$ cat src/rtl/bitty_fetch_unit_if.sv
// Bus between the bitty fetch unit and its neighbours: the synchronous
// instruction memory read port and the execution-core issue handshake.
// The fetch unit is the master; memory and core together form the slave side.
interface bitty_fetch_unit_if #(
  parameter int ADDR_WIDTH = 8
);
  // Instruction memory read port
  logic [ADDR_WIDTH-1:0] mem_addr;
  logic                  mem_rd_en;
  logic [15:0]           mem_rdata;
  logic                  mem_valid;

  // Core issue handshake
  logic [15:0]           instruction;
  logic                  run;
  logic                  done;

  modport master (
    output mem_addr,
    output mem_rd_en,
    input  mem_rdata,
    input  mem_valid,
    output instruction,
    output run,
    input  done
  );

  modport slave (
    input  mem_addr,
    input  mem_rd_en,
    output mem_rdata,
    output mem_valid,
    input  instruction,
    input  run,
    output done
  );
endinterface

$ cat src/rtl/bitty_fetch_unit.sv
// bitty_fetch_unit: instruction-issue initiator for the bitty execution core.
// Fetches 16-bit words from a synchronous instruction memory, presents each
// to the core with run held high until done is accepted, then advances pc
// from start_addr to end_addr (wrapping modulo 2**ADDR_WIDTH).
// Optional feature macro: BITTY_FETCH_PERF_EN adds the retired_count output.
module bitty_fetch_unit #(
  parameter int ADDR_WIDTH = 8,
  parameter int MIN_EXEC   = 3   // must be >= 1
) (
  input  logic                  clk,
  input  logic                  reset,
  input  logic                  start,
  input  logic                  halt_req,
  input  logic [ADDR_WIDTH-1:0] start_addr,
  input  logic [ADDR_WIDTH-1:0] end_addr,
  bitty_fetch_unit_if.master    bus,
  output logic [ADDR_WIDTH-1:0] pc,
  output logic                  busy,
  output logic                  finished
`ifdef BITTY_FETCH_PERF_EN
  ,
  output logic [15:0]           retired_count
`endif
);

  // exec_cnt counts completed run cycles and saturates at MIN_EXEC.
  localparam int CNT_W = $clog2(MIN_EXEC + 1);
  localparam logic [CNT_W-1:0] EXEC_SAT  = CNT_W'(MIN_EXEC);
  // done is accepted in the run cycle that completes MIN_EXEC cycles,
  // i.e. when MIN_EXEC-1 earlier run cycles have already been counted.
  localparam logic [CNT_W-1:0] EXEC_LAST = CNT_W'(MIN_EXEC - 1);

  typedef enum logic [2:0] {
    S_IDLE,
    S_FETCH,
    S_WAIT_MEM,
    S_ISSUE,
    S_RETIRE
  } state_t;

  state_t                state, next_state;
  logic [ADDR_WIDTH-1:0] end_r;
  logic [15:0]           instr_r;
  logic [CNT_W-1:0]      exec_cnt;
  logic                  halt_seen;

  logic                  start_ok;
  logic                  mem_capture;
  logic                  accept;
  logic                  seq_end;
  logic                  rd_en_c;
  logic                  run_c;
  logic                  busy_c;
  logic                  finished_c;

  function automatic logic [CNT_W-1:0] sat_inc(input logic [CNT_W-1:0] v);
    return (v >= EXEC_SAT) ? v : v + CNT_W'(1);
  endfunction

  assign start_ok    = (state == S_IDLE) && start;
  assign mem_capture = (state == S_WAIT_MEM) && bus.mem_valid;
  assign accept      = (state == S_ISSUE) && (exec_cnt >= EXEC_LAST) && bus.done;
  assign seq_end     = (pc == end_r) || halt_seen;

  // State register; async reset forces IDLE so run drops immediately.
  always_ff @(posedge clk or posedge reset) begin
    if (reset) begin
      state <= S_IDLE;
    end else begin
      state <= next_state;
    end
  end

  // Next-state decode and state-derived control outputs.
  always_comb begin
    next_state = state;
    rd_en_c    = 1'b0;
    run_c      = 1'b0;
    busy_c     = 1'b1;
    finished_c = 1'b0;
    case (state)
      S_IDLE: begin
        busy_c = 1'b0;
        if (start) next_state = S_FETCH;
      end
      S_FETCH: begin
        rd_en_c    = 1'b1;
        next_state = S_WAIT_MEM;
      end
      S_WAIT_MEM: begin
        if (bus.mem_valid) next_state = S_ISSUE;
      end
      S_ISSUE: begin
        run_c = 1'b1;
        if (accept) next_state = S_RETIRE;
      end
      S_RETIRE: begin
        if (seq_end) begin
          finished_c = 1'b1;
          next_state = S_IDLE;
        end else begin
          next_state = S_FETCH;
        end
      end
      default: begin
        busy_c     = 1'b0;
        next_state = S_IDLE;
      end
    endcase
  end

  // Program counter and end-address latch.
  always_ff @(posedge clk or posedge reset) begin
    if (reset) begin
      pc    <= '0;
      end_r <= '0;
    end else if (start_ok) begin
      pc    <= start_addr;
      end_r <= end_addr;
    end else if ((state == S_RETIRE) && !seq_end) begin
      pc    <= pc + ADDR_WIDTH'(1);
    end
  end

  // Instruction capture and minimum-execution counter.
  always_ff @(posedge clk or posedge reset) begin
    if (reset) begin
      instr_r  <= '0;
      exec_cnt <= '0;
    end else if (mem_capture) begin
      instr_r  <= bus.mem_rdata;
      exec_cnt <= '0;
    end else if (state == S_ISSUE) begin
      exec_cnt <= sat_inc(exec_cnt);
    end
  end

  // Halt request latch: armed in busy states, consumed when the sequence ends.
  always_ff @(posedge clk or posedge reset) begin
    if (reset) begin
      halt_seen <= 1'b0;
    end else if (start_ok || ((state == S_RETIRE) && seq_end)) begin
      halt_seen <= 1'b0;
    end else if ((state != S_IDLE) && halt_req) begin
      halt_seen <= 1'b1;
    end
  end

`ifdef BITTY_FETCH_PERF_EN
  // Retired-instruction counter; clears on each accepted start.
  always_ff @(posedge clk or posedge reset) begin
    if (reset) begin
      retired_count <= '0;
    end else if (start_ok) begin
      retired_count <= '0;
    end else if (state == S_RETIRE) begin
      retired_count <= retired_count + 16'd1;
    end
  end
`endif

  assign bus.mem_addr    = pc;
  assign bus.mem_rd_en   = rd_en_c;
  assign bus.instruction = instr_r;
  assign bus.run         = run_c;
  assign busy            = busy_c;
  assign finished        = finished_c;

endmodule
$ cat src/flat_wrapper.sv
// flat-port wrapper written by rule: the top's interface ports become plain ports
module bitty_fetch_unit_flat 
#(
  parameter int ADDR_WIDTH = 8,
  parameter int MIN_EXEC   = 3                  
)
  (clk, reset, start, halt_req, start_addr, end_addr, pc, busy, finished, bus_mem_addr, bus_mem_rd_en, bus_mem_rdata, bus_mem_valid, bus_instruction, bus_run, bus_done);
  bitty_fetch_unit_if #(.ADDR_WIDTH(ADDR_WIDTH)) bus_i ();
  input  logic clk;
  input  logic reset;
  input  logic start;
  input  logic halt_req;
  input  logic [ADDR_WIDTH-1:0] start_addr;
  input  logic [ADDR_WIDTH-1:0] end_addr;
  output logic [ADDR_WIDTH-1:0] pc;
  output logic busy;
  output logic finished;
  output wire logic [$bits(bus_i.mem_addr)-1:0] bus_mem_addr;
  output wire logic [$bits(bus_i.mem_rd_en)-1:0] bus_mem_rd_en;
  input wire logic [$bits(bus_i.mem_rdata)-1:0] bus_mem_rdata;
  input wire logic [$bits(bus_i.mem_valid)-1:0] bus_mem_valid;
  output wire logic [$bits(bus_i.instruction)-1:0] bus_instruction;
  output wire logic [$bits(bus_i.run)-1:0] bus_run;
  input wire logic [$bits(bus_i.done)-1:0] bus_done;
  assign bus_mem_addr = bus_i.mem_addr;
  assign bus_mem_rd_en = bus_i.mem_rd_en;
  assign bus_i.mem_rdata = bus_mem_rdata;
  assign bus_i.mem_valid = bus_mem_valid;
  assign bus_instruction = bus_i.instruction;
  assign bus_run = bus_i.run;
  assign bus_i.done = bus_done;
  bitty_fetch_unit #(.ADDR_WIDTH(ADDR_WIDTH), .MIN_EXEC(MIN_EXEC)) u_core (.clk(clk), .reset(reset), .start(start), .halt_req(halt_req), .start_addr(start_addr), .end_addr(end_addr), .bus(bus_i), .pc(pc), .busy(busy), .finished(finished));
endmodule
$ cat config.mk
export PLATFORM = sky130hd
export DESIGN_NAME = bitty_fetch_unit_flat
export DESIGN_NICKNAME = d
export VERILOG_FILES = /design/src/rtl/bitty_fetch_unit_if.sv /design/src/rtl/bitty_fetch_unit.sv /design/src/flat_wrapper.sv
export SDC_FILE = /design/constraint.sdc
export NUM_CORES = 1
export LEC_CHECK = 0
export ABC_AREA = 1
export BUFFER_PORTS_ARGS = -buffer_cell sky130_fd_sc_hd__buf_4
export CORE_ASPECT_RATIO = 1.75
export CORE_UTILIZATION = 49
export CTS_CLUSTER_DIAMETER = 120
export CTS_CLUSTER_SIZE = 10
export DETAILED_ROUTE_END_ITERATION = 8
export GPL_TIMING_DRIVEN = 0
export PLACE_DENSITY = 0.89
export RECOVER_POWER = 25
export SYNTH_ARGS = -nofsm -noshare
export SYNTH_HDL_FRONTEND = slang
export SYNTH_SLANG_ARGS = --single-unit
$ cat constraint.sdc
create_clock -name clk -period 2.05 [get_ports clk]
set_clock_uncertainty 0.1 [all_clocks]
set_input_delay 0.205 -clock clk [delete_from_list [all_inputs] [get_ports clk]]
set_output_delay 0.205 -clock clk [all_outputs]
set_load 0.03 [all_outputs]
# After elaboration in Yosys (flattened, before gate mapping)

Index checks and enable logic that the tools add are counted.

Register bits after elaboration: 38
Input port bits: 38
Output and inout bits: 36
Logic and storage cells: 54

$add $sub $neg: 2
Order comparisons: 2
Equality and inequality tests: 9
Multiplexer cells: 17
Reductions and logical operators: 18

Operator list:

| operator              | number |
|---|---|
| $mux W8               | 2 |
| $pmux W3 S5           | 1 |
| $mux W3               | 3 |
| $add A8 B1 Y8 const B | 1 |
| $eq A8 B8 Y1          | 1 |
| $mux W1               | 8 |
| $logic_and A1 B1 Y1   | 7 |
| $eq A3 B2 Y1 const B  | 2 |
| $mux W2               | 3 |
| $reduce_bool A2 Y1    | 3 |
| $ge A2 B2 Y1 const B  | 2 |
| $ne A2 B1 Y1 const B  | 2 |
| $ne A2 B2 Y1 const B  | 2 |
| $reduce_or A4 Y1      | 1 |
| $eq A3 B1 Y1 const B  | 1 |
| $eq A3 B3 Y1 const B  | 1 |
| $logic_not A3 Y1      | 1 |
| $reduce_and A3 Y1     | 1 |
| $reduce_bool A3 Y1    | 1 |
| $add A2 B1 Y2 const B | 1 |
| $logic_or A1 B1 Y1    | 2 |
| $reduce_and A2 Y1     | 1 |
| $logic_not A1 Y1      | 1 |

# Depth between registers and ports, before layout

Depth after elaboration: 6
Depth in mapped cells: 10
Depth with buffers taken out: 10

# Worst setup path before layout

No wires, ideal clock.

Path kind: flip-flop to output port
From: reg u_core.pc[2] (netlist: u_core.bus.mem_addr[2])
To: out finished
Data arrival time: 1.391 ns
Data required time: 1.745 ns
Slack: 0.354 ns
Stages on the path, launching flop included: 9
Path buffers: 1
Cell sequence: dfrtp_1 clkbuf_2 xnor2_1 nand2_1 nor2_1 nand2_1 nand2_1 nand2_1 inv_1

Word-level cells in the longest chain between the ends: 4

RTL lines:

| element                  | line                    | text |
|---|---|---|
| start: declaration       | bitty_fetch_unit.sv:17  | `output logic [ADDR_WIDTH-1:0] pc,` |
| start signal: assignment | bitty_fetch_unit.sv:118 | `pc <= start_addr;` |
| start signal: assignment | bitty_fetch_unit.sv:121 | `pc <= pc + ADDR_WIDTH'(1);` |
| $eq A8 B8 Y1             | bitty_fetch_unit.sv:63  | `assign seq_end = (pc == end_r) \|\| halt_seen;` |
| $logic_or A1 B1 Y1       | bitty_fetch_unit.sv:63  |  |
| $mux W1                  | bitty_fetch_unit.sv:98  | `if (seq_end) begin` |
| $mux W1                  | bitty_fetch_unit.sv:81  | `case (state)` |
| end: declaration         | flat_wrapper.sv:17      | `output logic finished;` |

No other way between the ends.

# Worst setup path in the final report

From: reg u_core.pc[3] (netlist: u_core.bus.mem_addr[3])
To: out finished

The elaborated chain is that of the path after synthesis.

==> results.sh <==
export IMPL_pre_cts_ws_ps=409.9
export IMPL_hold_start="bus_mem_rdata[13]"
export IMPL_finalCriticalPeriod_ps=1917
export IMPL_syn_cell_area_um2=2043
export IMPL_cts_buffers=5
export IMPL_timing_final_ws_setup_ps=132.6
export IMPL_io_pins=74
export IMPL_max_freq_mhz=521.5
export IMPL_synth_cells=266
export IMPL_core_um2=3941
export IMPL_post_drt_wl_per_cell_um=11.44
export IMPL_critPathMaxFanout=9
export IMPL_grt_pass1_vias=1843
export IMPL_vias_per_cell=4.773
export IMPL_ir_drop_mv=0.9336
export IMPL_num_vias=1890
export IMPL_die_h_um=87.43
export IMPL_timing_final_crit_share=0.9353
export IMPL_grt_usage=0.2287
export IMPL_final_cell_area_um2=2706
export IMPL_end_kind="output port"
export IMPL_worstMarginPinSlew_ps=780.6
export IMPL_power_leakage_nw=1.478
export IMPL_cp_start_kind="flop"
export IMPL_worstReg2RegStart="u_core.bus.mem_addr[3]"
export IMPL_start_util=0.5184
export IMPL_p_per_area_nw_per_um2=1605
export IMPL_layout_drive_gt1_share=0.2586
export IMPL_hold_ws_ps=10.51
export IMPL_outcome="finished, final reports clean"
export IMPL_worst_setup_path_type="reg -> out"
export IMPL_wirelength_um=4529
export IMPL_drtAntennaViolNets=0
export IMPL_dieArea_um2=4443
export IMPL_finalWeightedCongestion=0.8255
export IMPL_tritoncts="built"
export IMPL_finalSetupTns_ps=0
export IMPL_portBuffers=73
export IMPL_first_pass_iters=6
export IMPL_grt_pass1_wl_um=7590
export IMPL_max_cap_violations=0
export IMPL_cts_root_buf="clkbuf_8"
export IMPL_drt_iter0_markers=42
export IMPL_grt_overflow=0
export IMPL_finalHoldViolCount=0
export IMPL_nets=388
export IMPL_ys_types=29
export IMPL_path_clk_slew_ps=70
export IMPL_worstPathRequired_ps=1750
export IMPL_synth_area_per_cell_um2=7.681
export IMPL_drv_slew=0
export IMPL_hpwl_um=3463
export IMPL_p_total_w=0.004345
export IMPL_syn_nets=307
export IMPL_clockBufferDepth=2
export IMPL_die_w_um=50.82
export IMPL_clock_latency_ps=280
export IMPL_antenna_found_initial=0
export IMPL_ys_seq_area_frac=0.4654
export IMPL_syn2layout_area_growth_pct=32.46
export IMPL_relSlewSlack=0.4788
export IMPL_crit_start="u_core.bus.mem_addr[3]"
export IMPL_htreeDepth=2
export IMPL_drc=0
export IMPL_grt_max_degree=39
export IMPL_hold_path_class="in -> reg"
export IMPL_placed_cell_area_um2=2651
export IMPL_cts_sinks=38
export IMPL_finalSetupViolCount=0
export IMPL_fp_row_count=30
export IMPL_yosys_warnings=0
export IMPL_ys_seq_elements=38
export IMPL_diodes=0
export IMPL_worst_ep_arrival_time_ps=1610
==> routing by layer <==
| layer | part of all wire | GRT usage | vias to the layer above | wire length [µm] |
|---|---|---|---|---|
| li1 | - | - | 976 | - |
| met1 | 0.38 | 0.2365 | 848 | 1739 |
| met2 | 0.55 | 0.4206 | 58 | 2501 |
| met3 | 0.042 | 0.05236 | 8 | 190 |
| met4 | 0.021 | 0.1111 | 0 | 97 |
| met5 | 0 | 0 | - | 0 |
==> flip-flops by register name, indices dropped and copies added, names as in the netlist <==
signal,count
u_core.bus.instruction,16
u_core.bus.mem_addr,8
u_core.end_r,8
u_core.state,3
u_core.exec_cnt,2
u_core.halt_seen,1
==> final cells by class <==
class,count,area (µm²)
multi-input combinational,190,898.4
buffer,13,100.1
inverter,23,91.34
timing repair buffer,76,493.0
clock inverter,3,40.04
sequential,38,954.7
tap,48,60.06
fill,351,1235
clock buffer,5,68.82
==> final timing paths <==
path | slack (ps) | endpoint | cells past startpoint
worst min-delay path | 10 | u_core.bus.instruction[13] | 3
worst min register to register | 380 | u_core.bus.instruction[1] | 2
max in group asynchronous | 770 | u_core.bus.mem_addr[4] | 3
worst max-delay path | 130 | finished | 8
min in group asynchronous | 540 | u_core.halt_seen | 3
worst max register to register | 440 | u_core.bus.mem_addr[3] | 8
==> cells in the final DEF (no fill, tap or decap) <==
master         instances
nand2_1              125
buf_4                 59
dfrtp_1               35
clkbuf_1              22
inv_1                 19
nand3_1               14
nor2_1                12
o21ai_0               12
clkbuf_8               5
inv_2                  3
xnor2_1                3
o21ai_1                3
ha_1                   3
dfrtp_2                3
buf_6                  2
buf_2                  2
nand2_2                2
nand4_1                2
nor3_1                 2
clkbuf_4               2
clkinv_2               2
dlygate4sd3_1          2
nand3_2                1
xnor2_2                1
or2_4                  1
nor2_2                 1
nand3_4                1
nor2_8                 1
nand2_8                1
inv_6                  1
o21ai_2                1
nand3b_1               1
a21o_1                 1
xor2_1                 1
o32ai_1                1
bufinv_16              1
==> worst max-delay path: stages, from the launching register on <==
cell     delay, ps
dfrtp_1        490
xnor2_2        200
nand2_1         70
nor2_1         130
nand2_2        100
nand2_1         70
nand2_1         40
inv_1           70
buf_4          160
==> synth_stat cells (all sizes together) <==
library cell / number / area [µm²]
ha: 3 / 37.54
nor3: 2 / 10.01
o21ai: 16 / 83.83
xnor2: 4 / 35.03
nand3b: 1 / 7.510
a21o: 1 / 7.510
nand2: 128 / 499.2
nand4: 2 / 12.51
inv: 23 / 91.34
buf: 14 / 105.1
o32ai: 1 / 8.760
dfrtp: 38 / 950.9
nand3: 16 / 97.60
xor2: 1 / 8.760
clkbuf: 1 / 5.000
nor2: 14 / 73.82
or2: 1 / 8.760
==> cell families (layout without fill, tap and decap cells) <==
logic type,Yosys count,count (layout),synth area share
AND/OR/NAND/NOR,164,164,0.3472
flip-flops,38,38,0.4654
buffers and inverters,38,120,0.09859
AO/OA/AOI/OAI,18,18,0.04899
XOR/XNOR,5,5,0.02143
adder cells (fa/ha/maj),3,3,0.01837
==> report_power, final <==
group | total [W] | switching (W) | internal, W
registers | 0.00139 | 0.000298 | 0.00109
clock network | 0.000618 | 0.000260 | 0.000358
logic | 0.00234 | 0.00150 | 0.000841
==> per-stage QoR <==
step,util,cells
3_5_place_dp,0.6727,387
3_3_place_gp,0.6727,387
5_1_grt,0.6867,396
2_1_floorplan,-,266
4_1_cts,0.7054,397
6_report,0.6867,396
==> timing repair <==
action                     4_1_cts  5_1_grt
setup endpoints to repair        0        1
setup buffers                    0        1
resized for setup                0        5
hold endpoints to repair        31        0
hold buffers                     2        0
Power figures use the tool's default switching activity.
